### config.mk
export PLATFORM = sky130hd
export DESIGN_NAME = arith_sequencer
export DESIGN_NICKNAME = d
export VERILOG_FILES = /design/src/rtl/arith_sequencer.sv
export SDC_FILE = /design/constraint.sdc
export NUM_CORES = 1
export LEC_CHECK = 0
export ABC_AREA = 1
export BUFFER_PORTS_ARGS = -buffer_cell sky130_fd_sc_hd__buf_2
export CAP_MARGIN = 20
export CORE_MARGIN = 2
export CORE_UTILIZATION = 40
export CTS_CLUSTER_DIAMETER = 200
export DETAILED_ROUTE_END_ITERATION = 7
export PLACE_DENSITY_LB_ADDON = 0.05
export SLEW_MARGIN = 10
export SYNTH_ARGS = -nofsm -noshare
export SYNTH_HDL_FRONTEND = slang
export SYNTH_SLANG_ARGS = --single-unit
### constraint.sdc
create_clock -name clk -period 1.9 [get_ports clk]
set_input_delay 0.19 -clock clk [delete_from_list [all_inputs] [get_ports clk]]
set_output_delay 0.19 -clock clk [all_outputs]
set_load 0.03 [all_outputs]
### src/rtl/arith_sequencer.sv
// -----------------------------------------------------------------------------
// arith_sequencer
// Central control FSM for the shared iterative arithmetic units (shift-add
// multiplier, restoring divider, bit-serial square root). It accepts one
// operation at a time and walks the selected unit through its load, iterate
// and finish phases. The datapaths live in the units; this block only
// sequences them.
//
// Ports
//   clk        system clock, rising edge
//   reset      synchronous active-high reset
//   start      request strobe, sampled only in IDLE
//   op         00 mul, 01 div, 10 sqrt, 11 illegal
//   abort      cancel the operation in flight (sampled in LOAD and RUN)
//   mul_ctrl   {load, enable, sync_rst, ready, ctrl_stop}
//   div_ctrl   {load, shift, sync_rst, ready, ctrl_stop}
//   sqrt_ctrl  {enable, controlEND, synch, ready, ctrl_stop}
//   active_op  op latched at accept, held until the next accept
//   busy       high in every state except IDLE
//   done       one-cycle pulse on normal completion
//   err        one-cycle pulse when an illegal op is rejected
// -----------------------------------------------------------------------------
module arith_sequencer #(
  parameter int WIDTH = 16,
  parameter int CNT_W = $clog2(WIDTH) + 1
) (
  input  logic       clk,
  input  logic       reset,
  input  logic       start,
  input  logic [1:0] op,
  input  logic       abort,
  output logic [4:0] mul_ctrl,
  output logic [4:0] div_ctrl,
  output logic [4:0] sqrt_ctrl,
  output logic [1:0] active_op,
  output logic       busy,
  output logic       done,
  output logic       err
);

  typedef enum logic [2:0] {
    S_IDLE,
    S_LOAD,
    S_RUN,
    S_DONE,
    S_ABORT
  } state_t;

  localparam logic [1:0] OP_SQRT = 2'b10;
  localparam logic [1:0] OP_ILL  = 2'b11;

  // Counter preload is N-1 so that RUN covers counter values N-1 down to 0.
  localparam logic [CNT_W-1:0] CNT_FULL = CNT_W'(WIDTH - 1);
  localparam logic [CNT_W-1:0] CNT_HALF = CNT_W'(WIDTH / 2 - 1);

  state_t           state_reg, state_next;
  logic [CNT_W-1:0] cnt_reg, cnt_next;
  logic [1:0]       aop_reg, aop_next;
  logic             busy_reg, done_reg, err_reg;
  logic             err_next;

  // Phase decode of the *next* state; outputs are registered from these so
  // that each output lines up with the state it belongs to.
  logic load_ph, run_ph, last_ph, done_ph, abort_ph;

  logic [4:0] unit_vec [3];
  logic [4:0] ctrl_next [3];
  logic [4:0] ctrl_reg [3];

  // ---------------------------------------------------------------------------
  // State register
  // ---------------------------------------------------------------------------
  always_ff @(posedge clk) begin
    if (reset) begin
      state_reg <= S_IDLE;
      cnt_reg   <= '0;
      aop_reg   <= 2'b00;
      busy_reg  <= 1'b0;
      done_reg  <= 1'b0;
      err_reg   <= 1'b0;
    end else begin
      state_reg <= state_next;
      cnt_reg   <= cnt_next;
      aop_reg   <= aop_next;
      busy_reg  <= (state_next != S_IDLE);
      done_reg  <= done_ph;
      err_reg   <= err_next;
    end
  end

  // ---------------------------------------------------------------------------
  // Next-state logic
  // ---------------------------------------------------------------------------
  always_comb begin
    state_next = state_reg;
    cnt_next   = cnt_reg;
    aop_next   = aop_reg;
    err_next   = 1'b0;

    case (state_reg)
      S_IDLE: begin
        if (start) begin
          if (op == OP_ILL) begin
            err_next = 1'b1;
          end else begin
            aop_next   = op;
            cnt_next   = (op == OP_SQRT) ? CNT_HALF : CNT_FULL;
            state_next = S_LOAD;
          end
        end
      end
      S_LOAD: begin
        state_next = abort ? S_ABORT : S_RUN;
      end
      S_RUN: begin
        // Abort outranks completion, including on the final iteration.
        if (abort) begin
          state_next = S_ABORT;
        end else if (cnt_reg == '0) begin
          state_next = S_DONE;
        end else begin
          cnt_next = cnt_reg - 1'b1;
        end
      end
      S_DONE:  state_next = S_IDLE;
      S_ABORT: state_next = S_IDLE;
      default: state_next = S_IDLE;
    endcase
  end

  // ---------------------------------------------------------------------------
  // Per-unit control vectors
  // ---------------------------------------------------------------------------
  always_comb begin
    load_ph  = (state_next == S_LOAD);
    run_ph   = (state_next == S_RUN);
    last_ph  = (state_next == S_RUN) && (cnt_next == '0);
    done_ph  = (state_next == S_DONE);
    abort_ph = (state_next == S_ABORT);

    // mul: {load, enable, sync_rst, ready, ctrl_stop}
    unit_vec[0] = {load_ph, run_ph, abort_ph, done_ph, abort_ph};
    // div: {load, shift, sync_rst, ready, ctrl_stop}
    unit_vec[1] = {load_ph, run_ph, abort_ph, done_ph, abort_ph};
    // sqrt: {enable, controlEND, synch, ready, ctrl_stop}; synch serves both
    // as the operand-capture strobe and as the abort-time reset.
    unit_vec[2] = {run_ph, last_ph, load_ph | abort_ph, done_ph, abort_ph};
  end

  // Only the unit matching the latched op sees a non-zero vector.
  generate
    for (genvar gi = 0; gi < 3; gi++) begin : g_unit
      assign ctrl_next[gi] = (aop_next == 2'(gi)) ? unit_vec[gi] : 5'b00000;

      always_ff @(posedge clk) begin
        if (reset) begin
          ctrl_reg[gi] <= 5'b00000;
        end else begin
          ctrl_reg[gi] <= ctrl_next[gi];
        end
      end
    end
  endgenerate

  assign mul_ctrl  = ctrl_reg[0];
  assign div_ctrl  = ctrl_reg[1];
  assign sqrt_ctrl = ctrl_reg[2];
  assign active_op = aop_reg;
  assign busy      = busy_reg;
  assign done      = done_reg;
  assign err       = err_reg;

endmodule

* Word level (Yosys, flattened, before mapping)
Memories as Yosys holds them, arrays and structs flattened. Cells that the tools add are included.
Storage, ports and cells: RAM bits 15, input port bits 6, output and inout bits 20, word-level logic and storage cells 56, flip-flop bits (word level) 13, memories 1
Memories:
- ctrl_reg | words 3, bits a word 5, read ports 3, clocked after Yosys merged registers in 0, wr ports 3, RTL line 68 | logic [4:0] ctrl_reg [3];
Operators by class: bitwise operators 6, add/subtract/negate cells 1, equal/unequal tests 10, multiplexer cells 25, reductions and logical operators 7
Operators with widths (count):
- two-way mux 5 bit | 10
- two-way mux 3 bit | 5
- logical NOT 5 bit | 2
- case mux 5 bit (2 select lines) | 1
- == test 3 x 2 -> 1 bit (second input constant) | 3
- case mux 3 bit (3 select lines) | 1
- == test 2 bit (second input constant) | 3
- == test 3 x 1 -> 1 bit (second input constant) | 2
- two-way mux 2 bit | 3
- subtractor 5 x 1 -> 5 bit (second input constant) | 1
- two-way mux 1 bit | 4
- two-way mux 4 bit | 1
- bitwise OR 1 bit | 4
- == test 3 bit (second input constant) | 1
- logical NOT 3 bit | 1
- nonzero test 3 bit | 1
- OR reduction 3 bit | 1
- == test 2 x 1 -> 1 bit (second input constant) | 1
- logical NOT 2 bit | 1
- NOT 1 bit | 2
- logical AND 1 bit | 1

* Logic depth before layout (Yosys ltp)
depth after elaboration 9, gate-level depth with buffers 12, depth with buffers taken out 12

* Least setup slack after synthesis
No wires, ideal clock.
path kind register to register, from register cnt_reg[0], to memory ctrl_reg[2][3], slack 0.608 ns, arrival time 1.228 ns, setup time 0.064 ns, required time 1.836 ns, period minus slack after synthesis 1.292 ns, cell stages (with the launch flop) 13, cell sequence dfxtp_1 inv_1 ha_1 inv_1 nor2_1 nand2_1 nand2_1 nand2_1 nand2_1 nand2_1 nor2_1 nand3_1 nor2_1
RTL lines:
- start, declared | RTL line 57 | logic [CNT_W-1:0] cnt_reg, cnt_next;
- start signal, assigned | RTL line 83 | cnt_reg <= cnt_next;
- end, declared | RTL line 68

==> flow_summary.yaml <==
floorplanning:
  core_region_area_mm2: 0.00273
  fp-row-count: 19
  die_area_mm2: 0.00328
  dieWidth_um: 57.3
  initial_core_util: 0.416
  ioPinCount: 26
  fp.dieH_um: 57.3
timing:
  tightest_slew_ps: 276
  setup_viol: 0
  finalCritPeriodShare: 0.787
  finalMaxSlewViolations: 0
  hold_viol: 0
  rsz0062_at_grt: "false"
  holdWs_ps: 117
  min_period_ps: 1500
  relSlewSlack: 0.816
  finClkSkew_ps: 10.5
  tns_ps: 0
  clock.fmax_mhz: 669
synthesis:
  synthCells: 153
  synth_nets: 160
  yosys-top-cells-area: "dfxtp_1 (46%), nor2_1 (11%), nand2_1 (10%)"
  synth_xor_xnor_area_share: 0.00771
  netlist_area_mm2: 0.00114
  yosys.area.top_type: "dfxtp_1"
  synth.area.mux_share: 0
  synthDistinctLibCells: 23
  yosys_warnings: 0
  syn_area_per_cell_um2: 7.43
  synth_top_family_by_area: "simple AND/OR/NAND/NOR gates"
  synthSimpleGateAreaFrac: 0.374
  synth_top_area_share: 0.458
  synth-compound-area-share: 0.0485
  synth_seq_cells: 26
  synth_adder_area_share: 0.0110
  yosysSeqAreaShare: 0.458
clock_network:
  cts.clk_slew.worst_paths_ps: 150
  cts_sinks: 26
  htreeDepth: 1
  clk_latency_ps: 320
  tritoncts: "done"
  cts-resized-gates: 0
  cts_buffers: 3
  root_buffer: "clkbuf_4"
  cts_buffer_depth: 2
  hold_buffers: 0
  cts_setup_buffers: 0
route:
  dr.first_iter.drc_count: 13
  wl_per_cell_um: 10.9
  vias: 934
  viasPerCell: 4.45
  post-route-drc-count: 0
  first_pass_iters: 4
  ant_nets: 0
  wirelength_um: 2280
cells_and_area:
  n_antenna_cell: 0
  multi_input_area_um2: 502
  area_delta_synth_final_pct: 17.4
  regArea_um2: 520
  fillerInstances: 282
  layout-drive-gt1-share: 0.279
  fin_nets: 187
  largest_reg_flops: 13
global_route:
  grt_max_degree: 16
  grt_pass1_vias: 876
  grt_util_all_layers: 0.151
  overflow: 0
  grt_pass1_wl_um: 3770
  antenna_found_initial: 0
placement:
  port-buffer-count: 25
  dp_hpwl_um: 1870
  gp_congestion: 0.813
critical_path:
  critPathMaxFanout: 3
  cp-end-kind: "register"
  critPathRequiredTime_ps: 2170
  cp_data_arrival_time_ps: 1770
  start_kind: "register"
  crit_type: "reg2reg"
power_and_ir_drop:
  peakVddDrop_mv: 0.506
  p_total_mw: 1.17
  cellPowerDensity_mw_per_mm2: 876
  power.leakage_nw: 0.695
flow_run:
  cap_violations: 0
worst_hold_path:
  hold_class: "in2reg"
status:
  status: "completed"
[worst paths after layout]
kind | startpoint | endpoint | slack, ps | depth (start not counted)
setup / recovery | cnt_reg[0] | ctrl_reg[2][3] | 400 | 12
hold / removal | start | err | 120 | 3
setup reg to reg | cnt_reg[0] | ctrl_reg[2][3] | 400 | 12
hold reg to reg | cnt_reg[4] | cnt_reg[4] | 500 | 2
[area by class of cell]
class	count	area share
multi-input cells	99	0.376
flip-flops and latches	26	0.390
well taps	31	0.0291
repair buffers	25	0.0938
clock buffers	3	0.0169
inverters	25	0.0713
clock inverters	1	0.0225
[placed cells by master (no fill, tap or decap), types with 3 or more instances in the layout]
cell,synthesis,layout
nor2_1,32,32
nand2_2,3,3
dfxtp_1,26,26
clkbuf_4,0,3
nor2_4,4,4
nand3_1,9,9
a21oi_1,3,3
buf_2,0,25
nand2_1,31,31
inv_1,21,21
inv_2,3,3
nor2_2,5,5
[synth_stat cells (all sizes together)]
| cell | n |
|---|---|
| dfxtp | 26 |
| xor2 | 1 |
| inv | 24 |
| nor2 | 41 |
| clkinv | 1 |
| buf | 2 |
| o21ai | 1 |
| ha | 1 |
| nand3 | 11 |
| a31oi | 1 |
| a21oi | 4 |
| nand3b | 1 |
| clkbuf | 1 |
| o22ai | 1 |
| nand2 | 35 |
| nor3 | 2 |
[critical path, stage by stage (launching register included)]
cell     delay (ps)
dfxtp_1         350
inv_1            80
ha_1            180
inv_1            40
nor2_1          160
nand2_1          70
nand2_1          90
nand2_1          70
nand2_1          80
nand2_1          50
nor2_1          110
nand3_1          90
nor2_1           80
[power by group]
part	leakage, nW	total [mW]	switching [mW]	internal [mW]
sequential	0.212	0.582	0.0147	0.567
clock	0.0279	0.375	0.162	0.213
combinational	0.456	0.212	0.144	0.0681
[through the flow]
stage | cell area [um^2] | setup slack, ps | util | cells
4_1_cts | 1330 | 383 | 0.488 | 210
5_1_grt | 1330 | 205 | 0.488 | 210
2_1_floorplan | 1140 | 608 | - | 153
6_report | 1330 | 404 | 0.488 | 210
3_5_place_dp | 1280 | 419 | 0.469 | 206
3_3_place_gp | 1280 | 454 | 0.469 | 206
[logic make-up (layout without fill, tap and decap cells)]
logic type / Yosys count / count (layout)
xor gates and xnor gates: 1 / 1
DFF: 26 / 26
adders and majority gates: 1 / 1
and+or+nand+nor: 90 / 90
AOI/OAI and AO/OA: 7 / 7
buffers and inverters: 28 / 54
[routing by layer]
layer / up-vias / GRT usage / part of all wire
met5: - / 0 / 0
met4: 0 / 0.0498 / 0.0079
met3: 2 / 0.0295 / 0.033
met2: 16 / 0.261 / 0.47
met1: 403 / 0.190 / 0.49
li1: 513 / - / -
Note: power is estimated with default switching activity, not from simulation.
